===== src/rtl/vga_sync_gen.sv =====
// vga_sync_gen: VGA raster timing generator with registered sync, blank and colour outputs.
// Horizontal and vertical counters walk the full raster.
// Every registered output is derived from the same counter state,
// so hsync_n, vsync_n, blank_n, frame_tick and the colour channels stay aligned.
// Optional build macro VGA_TEST_PATTERN_EN: replaces the external colour inputs
// with an internal eight-bar colour pattern in the visible area.

module vga_sync_gen #(
    parameter int H_VISIBLE = 640,
    parameter int H_FRONT   = 16,
    parameter int H_SYNC    = 96,
    parameter int H_BACK    = 48,
    parameter int V_VISIBLE = 480,
    parameter int V_FRONT   = 10,
    parameter int V_SYNC    = 2,
    parameter int V_BACK    = 33
) (
    input  logic       pixel_clck,
    input  logic       reset,
    input  logic [3:0] red_in,
    input  logic [3:0] green_in,
    input  logic [3:0] blue_in,
    output logic [9:0] x_coords,
    output logic [9:0] y_coords,
    output logic [3:0] vga_r,
    output logic [3:0] vga_g,
    output logic [3:0] vga_b,
    output logic       hsync_n,
    output logic       vsync_n,
    output logic       blank_n,
    output logic       frame_tick
);

    localparam int H_TOTAL = H_VISIBLE + H_FRONT + H_SYNC + H_BACK;
    localparam int V_TOTAL = V_VISIBLE + V_FRONT + V_SYNC + V_BACK;

    // All counter boundaries as 10-bit unsigned constants
    localparam logic [9:0] H_LAST     = 10'(H_TOTAL - 1);
    localparam logic [9:0] V_LAST     = 10'(V_TOTAL - 1);
    localparam logic [9:0] H_VIS_END  = 10'(H_VISIBLE);
    localparam logic [9:0] V_VIS_END  = 10'(V_VISIBLE);
    localparam logic [9:0] HS_START   = 10'(H_VISIBLE + H_FRONT);
    localparam logic [9:0] HS_END     = 10'(H_VISIBLE + H_FRONT + H_SYNC);
    localparam logic [9:0] VS_START   = 10'(V_VISIBLE + V_FRONT);
    localparam logic [9:0] VS_END     = 10'(V_VISIBLE + V_FRONT + V_SYNC);

    logic [9:0] h_count_q, h_count_d;
    logic [9:0] v_count_q, v_count_d;
    logic [3:0] vga_r_q, vga_r_d;
    logic [3:0] vga_g_q, vga_g_d;
    logic [3:0] vga_b_q, vga_b_d;
    logic       hsync_n_q, hsync_n_d;
    logic       vsync_n_q, vsync_n_d;
    logic       blank_n_q, blank_n_d;
    logic       frame_tick_q, frame_tick_d;

    logic       visible;
    logic       hsync_active;
    logic       vsync_active;
    logic [3:0] src_r, src_g, src_b;

`ifdef VGA_TEST_PATTERN_EN
    localparam logic [9:0] BAR_W = 10'(H_VISIBLE / 8);

    logic [9:0] bar_idx;
    logic       unused_colour_in;

    assign unused_colour_in = ^{red_in, green_in, blue_in};

    // Eight vertical bars: white, yellow, cyan, green, magenta, red, blue, black
    always_comb begin
        bar_idx = h_count_q / BAR_W;
        src_r   = 4'h0;
        src_g   = 4'h0;
        src_b   = 4'h0;
        case (bar_idx)
            10'd0: begin src_r = 4'hF; src_g = 4'hF; src_b = 4'hF; end
            10'd1: begin src_r = 4'hF; src_g = 4'hF; end
            10'd2: begin src_g = 4'hF; src_b = 4'hF; end
            10'd3: begin src_g = 4'hF; end
            10'd4: begin src_r = 4'hF; src_b = 4'hF; end
            10'd5: begin src_r = 4'hF; end
            10'd6: begin src_b = 4'hF; end
            default: ;
        endcase
    end
`else
    // Colour comes straight from the external pixel generator
    always_comb begin
        src_r = red_in;
        src_g = green_in;
        src_b = blue_in;
    end
`endif

    // Next counter state and the registered-output values for the current raster position
    always_comb begin
        h_count_d = h_count_q + 10'd1;
        v_count_d = v_count_q;
        if (h_count_q == H_LAST) begin
            h_count_d = 10'd0;
            v_count_d = (v_count_q == V_LAST) ? 10'd0 : v_count_q + 10'd1;
        end

        visible      = (h_count_q < H_VIS_END) && (v_count_q < V_VIS_END);
        hsync_active = (h_count_q >= HS_START) && (h_count_q < HS_END);
        vsync_active = (v_count_q >= VS_START) && (v_count_q < VS_END);

        hsync_n_d    = ~hsync_active;
        vsync_n_d    = ~vsync_active;
        blank_n_d    = visible;
        frame_tick_d = (h_count_q == 10'd0) && (v_count_q == 10'd0);
        vga_r_d      = visible ? src_r : 4'h0;
        vga_g_d      = visible ? src_g : 4'h0;
        vga_b_d      = visible ? src_b : 4'h0;
    end

    // Counters and outputs advance together; reset parks everything at the raster origin
    always_ff @(posedge pixel_clck) begin
        if (reset) begin
            h_count_q    <= 10'd0;
            v_count_q    <= 10'd0;
            vga_r_q      <= 4'h0;
            vga_g_q      <= 4'h0;
            vga_b_q      <= 4'h0;
            hsync_n_q    <= 1'b1;
            vsync_n_q    <= 1'b1;
            blank_n_q    <= 1'b0;
            frame_tick_q <= 1'b0;
        end else begin
            h_count_q    <= h_count_d;
            v_count_q    <= v_count_d;
            vga_r_q      <= vga_r_d;
            vga_g_q      <= vga_g_d;
            vga_b_q      <= vga_b_d;
            hsync_n_q    <= hsync_n_d;
            vsync_n_q    <= vsync_n_d;
            blank_n_q    <= blank_n_d;
            frame_tick_q <= frame_tick_d;
        end
    end

    assign x_coords   = h_count_q;
    assign y_coords   = v_count_q;
    assign vga_r      = vga_r_q;
    assign vga_g      = vga_g_q;
    assign vga_b      = vga_b_q;
    assign hsync_n    = hsync_n_q;
    assign vsync_n    = vsync_n_q;
    assign blank_n    = blank_n_q;
    assign frame_tick = frame_tick_q;

endmodule


===== config.mk =====
export PLATFORM = sky130hd
export DESIGN_NAME = vga_sync_gen
export DESIGN_NICKNAME = d
export VERILOG_FILES = /design/src/rtl/vga_sync_gen.sv
export SDC_FILE = /design/constraint.sdc
export NUM_CORES = 1
export LEC_CHECK = 0
export CAP_MARGIN = 0
export CORE_UTILIZATION = 44
export CTS_CLUSTER_DIAMETER = 30
export DETAILED_ROUTE_END_ITERATION = 8
export HOLD_SLACK_MARGIN = 0.03
export PLACE_DENSITY = 0.78
export SLEW_MARGIN = 20
export SYNTH_ARGS = -nofsm -noshare
export SYNTH_HDL_FRONTEND = slang
export SYNTH_SLANG_ARGS = --single-unit

===== constraint.sdc =====
create_clock -name pixel_clck -period 2.8 [get_ports pixel_clck]
set_input_delay 0.56 -clock pixel_clck [delete_from_list [all_inputs] [get_ports pixel_clck]]
set_output_delay 0.56 -clock pixel_clck [all_outputs]
set_load 0.02 [all_outputs]

After elaboration in Yosys (flattened, before gate mapping)
Index checks and enable logic that the tools add are counted.
W data, S select, Z words.
{"block": "word_totals", "out_inout_bits": 36, "inputBits": 14, "elab_cells": 31, "register_bits": 36}
{"block": "classes", "eq_ne": 2, "reduce_logical": 8, "n_lt_le_gt_ge": 6, "bitwise_logic": 3, "n_mux": 1, "n_addsub": 2}
{"op": "$add A10 B1 Y10 const B", "n": 2}
{"op": "$eq A10 B10 Y1 const B", "n": 2}
{"op": "$logic_not A10 Y1", "n": 2}
{"op": "$lt A10 B10 Y1 const B", "n": 2}
{"op": "$lt A10 B9 Y1 const B", "n": 2}
{"op": "$ge A10 B10 Y1 const B", "n": 1}
{"op": "$ge A10 B9 Y1 const B", "n": 1}
{"op": "$mux W10", "n": 1}
{"op": "$logic_and A1 B1 Y1", "n": 4}
{"op": "$reduce_or A2 Y1", "n": 2}
{"op": "$not A1 Y1", "n": 3}

Logic depth before layout (Yosys ltp)
Gate-level depths: netlist (run 1).
{"block": "logic_depth", "word_depth": 4, "depth_mapped": 7, "ltp_nobuf": 6}

Worst setup path before layout (run 1)
Ideal clock, no wire load.
{"block": "synth_path", "path_type": "register -> register", "from": "reg h_count_q[0], in the netlist x_coords[0]", "to": "reg v_count_q[5], in the netlist y_coords[5]", "t_arrival_ns": 2.099, "setup_slack_ns": 0.630, "path_stages_with_launch": 7, "n_path_buf": 1, "path_cell_list": "dfxtp_1 ha_1 nand4_1 or3_1 buf_6 or4_1 a21oi_1"}
{"block": "synth_via", "elab_chain_len": 1}
{"item": "from (decl)", "line_no": "47", "text": "logic [9:0] h_count_q, h_count_d;"}
{"item": "from (signal assigned)", "line_no": "131", "text": "h_count_q <= h_count_d;"}
{"item": "$eq A10 B10 Y1", "line_no": "100", "text": "if (h_count_q == H_LAST) begin"}
{"item": "to (signal assigned)", "line_no": "132", "text": "v_count_q <= v_count_d;"}
{"item": "to (decl)", "line_no": "48", "text": "logic [9:0] v_count_q, v_count_d;"}
Every way passes these cells.
A chain may end at the register's enable or synchronous reset.

Final worst setup path (run 1)
{"block": "layout_path", "from": "reg h_count_q[0], in the netlist x_coords[0]", "to": "reg v_count_q[6], in the netlist y_coords[6]"}
Same word-level chain as after synthesis.

==> results of run 1 <==
==> worst min-delay path by stage <==
stage                             start                  endpoint  slack (ns)  cells after the start
2_1_floorplan    x_coords[0]$_SDFF_PP0_    x_coords[0]$_SDFF_PP0_        0.54                      1
3_3_place_gp     x_coords[0]$_SDFF_PP0_    x_coords[0]$_SDFF_PP0_        0.47                      1
3_5_place_dp     x_coords[0]$_SDFF_PP0_    x_coords[0]$_SDFF_PP0_        0.49                      1
4_1_cts          x_coords[0]$_SDFF_PP0_    x_coords[0]$_SDFF_PP0_        0.51                      1
5_1_grt        y_coords[8]$_SDFFE_PP0N_  y_coords[8]$_SDFFE_PP0N_        0.56                      2
6_report         x_coords[0]$_SDFF_PP0_    x_coords[0]$_SDFF_PP0_        0.51                      1
==> area by class of cell <==
class,instances,area (um^2)
Timing Repair Buffer,49,490
Clock buffer,7,55.1
Multi-Input combinational cell,109,693
Tap cell,44,55.1
Inverter,7,26.3
Sequential cell,36,721
Fill cell,276,1080
Clock inverter,1,7.51
==> layer usage <==
layer  wire length [um]  vias to the layer above  global-route usage, %
li1                   -                      656                      -
met1               1520                      617                   24.1
met2               1680                       41                   34.1
met3                164                        4                   7.14
met4                 31                        0                   5.98
met5                  0                        -                      0
==> stage by stage <==
step,hold slack (ns),cell area [um^2]
detailed placement,0.486,1990
floorplan,0.541,1490
finish,0.514,2050
global route,0.564,2050
global placement,0.467,1990
CTS,0.514,2050
==> logic make-up after synthesis <==
group | count (synthesis)
XOR/XNOR | 12
AO/OA/AOI/OAI | 13
flip-flops | 36
adder cells (fa/ha/maj) | 4
AND/OR/NAND/NOR | 80
buffers and inverters | 14
==> sequential cells by signal, summed over array words and instances, names as in the netlist <==
signal / count
vga_b: 4
frame_tick: 1
vsync_n: 1
x_coords: 10
vga_r: 4
hsync_n: 1
blank_n: 1
y_coords: 10
vga_g: 4
==> layout by cell type (no fill, tap or decap), drive strengths merged, types with 2 or more instances in the layout <==
| master | count |
|---|---|
| clkbuf | 7 |
| nand4 | 5 |
| ha | 4 |
| nor4 | 7 |
| nor2 | 16 |
| o41ai | 3 |
| or3 | 3 |
| and2 | 12 |
| inv | 7 |
| xnor2 | 9 |
| nand3 | 11 |
| nand2b | 2 |
| or4 | 4 |
| nor3 | 3 |
| o31ai | 2 |
| or4b | 3 |
| nand2 | 7 |
| and3 | 2 |
| dfxtp | 36 |
| clkdlybuf4s50 | 49 |
| xor2 | 3 |
| a21oi | 6 |
==> power by group <==
part	total (mW)	switching, mW	internal, mW	leakage, nW
logic	0.0937	0.0419	0.0518	0.379
registers	0.536	0.00880	0.527	0.295
clock network	0.293	0.170	0.123	0.0315
==> flow_summary.yaml, run 1 <==
timing:
  fin_setup_tns_ns: 0
  clock.fmax_mhz: 430
  fin_ws_ns: 0.476
  hold_violations: 0
  worst_slew_pin_slew_ns: 0.421
  min_period_ns: 2.32
  maxSlewHeadroom_pct: 71.6
  setup_violations: 0
  finClkSkew_ns: 0.00711
  rsz0062_at_grt: "false"
  slew_viol_final: 0
  finalCritPeriodShare_pct: 83.0
worst_setup_path:
  worst-path-buf-inv: 0
  crit_type: "reg2reg"
  setup.worst_path.end_class: "flip-flop"
  path_cells: "ha_1 -> nand4_1 -> or3_1 -> or4_1 -> a21oi_1"
  r2r-start: "x_coords[0]$_SDFF_PP0_"
  crit_start: "x_coords[0]$_SDFF_PP0_"
  reg2reg_depth: 5
  startpoint_type: "flip-flop"
  r2r_slack_ns: 0.48
  crit_path_end: "y_coords[6]$_SDFFE_PP0N_"
  cp_slowest_cell: "or3_1"
  critical_path.max_fanout: 10
  slowest_delay_ns: 0.61
  cp_top_family: "simple AND/OR/NAND/NOR gates"
  r2r-end: "y_coords[6]$_SDFFE_PP0N_"
  cp.required_ns: 3.07
  path_depth: 5
  cp.arrival_ns: 2.60
placement:
  hpwl_um: 2470
  gp_congestion: 0.868
  io_buffers: 49
  place_ws_ns: 0.508
  dp.cells: 245
route:
  post_drt_wl_per_cell_um: 13.4
  ant_nets: 0
  vias_per_cell: 5.21
  drc: 0
  vias: 1318
  drt_iter0_markers: 32
  first_pass_iters: 4
  wl_um: 3390
yosys:
  synth_top_family_by_area: "simple AND/OR/NAND/NOR gates"
  synthXorXnorAreaFrac_pct: 7.06
  synth_common_cells: "dfxtp_1, nor2_1, and2_1"
  syn-num-nets: 177
  synthCells: 159
  yosysMostFrequentCell: "dfxtp_1"
  synthFlopType: "dfxtp_1"
  yosysUniqueCellTypes: 33
  netlist_area_mm2: 0.00149
  yosys-top-cells-area: "dfxtp_1, xnor2_1, and2_1"
  synth.area.mux_share_pct: 0
  ys_seq_elements: 36
  yosysSeqAreaShare_pct: 48.4
  synth_compound_area_share_pct: 5.89
  yosysTopAreaCellShare_pct: 48.4
  yosys_warnings: 0
  synth_top_cell_by_area: "dfxtp_1"
  yosys.area_share.simple_pct: 30.3
  avgSynthCellArea_um2: 9.36
  synth_fa_ha_area_share_pct: 3.36
  synth_edf_count: 0
  synthArstFlopShare_pct: 0
power_and_ir_drop:
  p_leak_nw: 0.705
  p_per_area_mw_per_mm2: 450
  peakVddDrop_mv: 0.396
  power_mw: 0.922
clocking:
  clockBufferDepth: 2
  cts_inserted_buffers: 5
  cts_repair_resize_count: 0
  clkSinkCount: 36
  cts_max_level: 2
  clk_latency_ns: 0.34
  ctsHoldBuffers: 0
  clk_pin_slew_ns: 0.10
  cts_tree: "yes"
  cts_setup_buffers: 0
  cts_root_buf: "clkbuf_4"
finish:
  nNetsFinal: 226
  stdcell_count: 253
  syn_to_final_growth_pct: 37.7
  drive_gt1_share_pct: 5.74
  diodes: 0
  final_util_pct: 65.5
floorplanning:
  die_area_mm2: 0.00362
  fp-row-count: 20
  core-area_mm2: 0.00313
  die_y_um: 60.1
  ioPinCount: 50
  initial_core_util_pct: 47.6
  die_w_um: 60.1
flow_run:
  drv_cap: 0
grt:
  grt_pass1_wl_um: 5330
  antenna_found_initial: 0
  grt-ovfl-total: 0
  grt_max_degree: 14
  grt_usage_pct: 20.3
  grt_pass1_vias: 1160
min_path:
  hold_class: "reg2reg"
run_status:
  outcome: "finished, final reports clean"
(Power assumes the default switching activity.)
==> inputs of run 2 (changes only) <==
- CORE_UTILIZATION: 44 -> 40
- PLACE_DENSITY: 0.78 -> 0.74
- clock period: 2.8 -> 2 ns (I/O delays scaled with it)
==> flow_summary.yaml, run 2 (synthesis gave the netlist of run 1 again) <==
timing:
  slew_viol_final: 0
  finalCritPeriodShare_pct: 100
  maxSlewHeadroom_pct: 70.8
  min_period_ns: 2.01
  clock.fmax_mhz: 498
  hold_violations: 0
  finClkSkew_ns: 0.00309
  rsz0062_at_grt: "true"
  setup_violations: 1
  worst_slew_pin_slew_ns: 0.437
  fin_ws_ns: -0.00988
  fin_setup_tns_ns: -0.00988
floorplanning:
  die_w_um: 63.0
  core-area_mm2: 0.00344
  die_area_mm2: 0.00397
  ioPinCount: 50
  fp-row-count: 21
  die_y_um: 63.0
  initial_core_util_pct: 43.2
clocking:
  ctsHoldBuffers: 0
  cts_inserted_buffers: 5
  clk_latency_ns: 0.28
  clockBufferDepth: 2
  cts_root_buf: "clkbuf_8"
  clk_pin_slew_ns: 0.07
  cts_max_level: 2
  clkSinkCount: 36
  cts_tree: "yes"
route:
  ant_nets: 0
  vias_per_cell: 5.24
  drt_iter0_markers: 99
  first_pass_iters: 4
  drc: 0
  vias: 1446
  wl_um: 3710
  post_drt_wl_per_cell_um: 13.4
finish:
  stdcell_count: 276
  layout_common_cells: "clkdlybuf4s50_1, dfxtp_1, buf_4"
  drive_gt1_share_pct: 19.6
  mostFrequentLayoutCell: "clkdlybuf4s50_1"
  diodes: 0
  nNetsFinal: 247
  fin_area_mm2: 0.00232
  syn_to_final_growth_pct: 55.7
worst_setup_path:
  crit_type: "reg2reg"
  cp.arrival_ns: 2.22
  setup.worst_path.end_class: "flip-flop"
  startpoint_type: "flip-flop"
  critical_path.max_fanout: 5
  cp.required_ns: 2.21
grt:
  grt_usage_pct: 19.0
  grt_pass1_vias: 1340
  grt-ovfl-total: 0
  grt_util_met1_pct: 22.2
  met2_usage_pct: 33.6
  grt_pass1_wl_um: 6040
  grt_max_degree: 14
  antenna_found_initial: 0
  grt_util_met3_pct: 4.74
  busiest_layer: "met2"
placement:
  io_buffers: 49
  dp.cells: 263
  dpl-instance-area_mm2: 0.00212
  hpwl_um: 2710
  gp_congestion: 0.912
power_and_ir_drop:
  p_leak_nw: 0.840
  peakVddDrop_mv: 0.452
  p_per_area_mw_per_mm2: 651
run_status:
  violations: "setup timing"
  outcome: "finished, violations left"
min_path:
  hold_class: "reg2reg"
flow_run:
  drv_cap: 0
==> run 2: changes by cell type in the layout (fill, tap and decap cells not counted), moves of 3 or more <==
cell | previous run | this run
clkbuf_4 | 5 | 0
dfxtp_1 | 36 | 32
buf_4 | 0 | 21
clkbuf_8 | 1 | 5
dfxtp_4 | 0 | 3
==> run 2: layer usage <==
metal  vias to the layer above  wire, um
met5                         -         0
met4                         0        55
met1                       692      1560
met2                        48      1940
met3                         8       153
li1                        698         -
==> run 2: layout make-up <==
type                       instances  area (um^2)
fill                             274         1130
multi-input combinational        109          743
sequential                        36          733
timing repair buffer              70          648
clock buffer                       6         72.6
tap                               46         57.6
clock inverter                     2         35.0
inverter                           7         26.3
==> run 2: what timing repair did <==
item,in CTS,in global routing
pin swaps,1,3
gates resized for setup,4,5
setup buffers,1,4
endpoints found under the setup margin,4,4
==> run 2: stage by stage <==
step,hold WS (ns),worst slack (ns),power (mW),util [%]
6_report,0.532,-0.00988,1.51,67.3
5_1_grt,0.561,-0.0744,1.57,67.3
4_1_cts,0.464,0.0129,1.52,65.6
3_5_place_dp,0.452,-0.0387,0.904,61.7
3_3_place_gp,0.433,0.0545,0.900,61.7
2_1_floorplan,0.476,0.000268,0.825,-
==> run 2: path summary, 6_finish.rpt <==
check	from	endpoint	slack (ns)	depth (start not counted)
setup / recovery	x_coords[1]$_SDFF_PP0_	y_coords[8]$_SDFFE_PP0N_	-0.01	6
hold reg to reg	y_coords[8]$_SDFFE_PP0N_	y_coords[8]$_SDFFE_PP0N_	0.53	2
setup reg to reg	x_coords[1]$_SDFF_PP0_	y_coords[8]$_SDFFE_PP0N_	-0.01	6
hold / removal	y_coords[8]$_SDFFE_PP0N_	y_coords[8]$_SDFFE_PP0N_	0.53	2
==> run 2: power breakdown <==
group | internal [mW] | switching [mW]
clock network | 0.370 | 0.250
registers | 0.737 | 0.00833
logic | 0.0791 | 0.0647
==> run 2: critical path: stages (launching register included) <==
cell and delay, ns:
dfxtp_4 0.37, ha_2 0.18, nand4_1 0.21, buf_4 0.22, nor4_2 0.32, or4b_4 0.49, a21oi_1 0.15
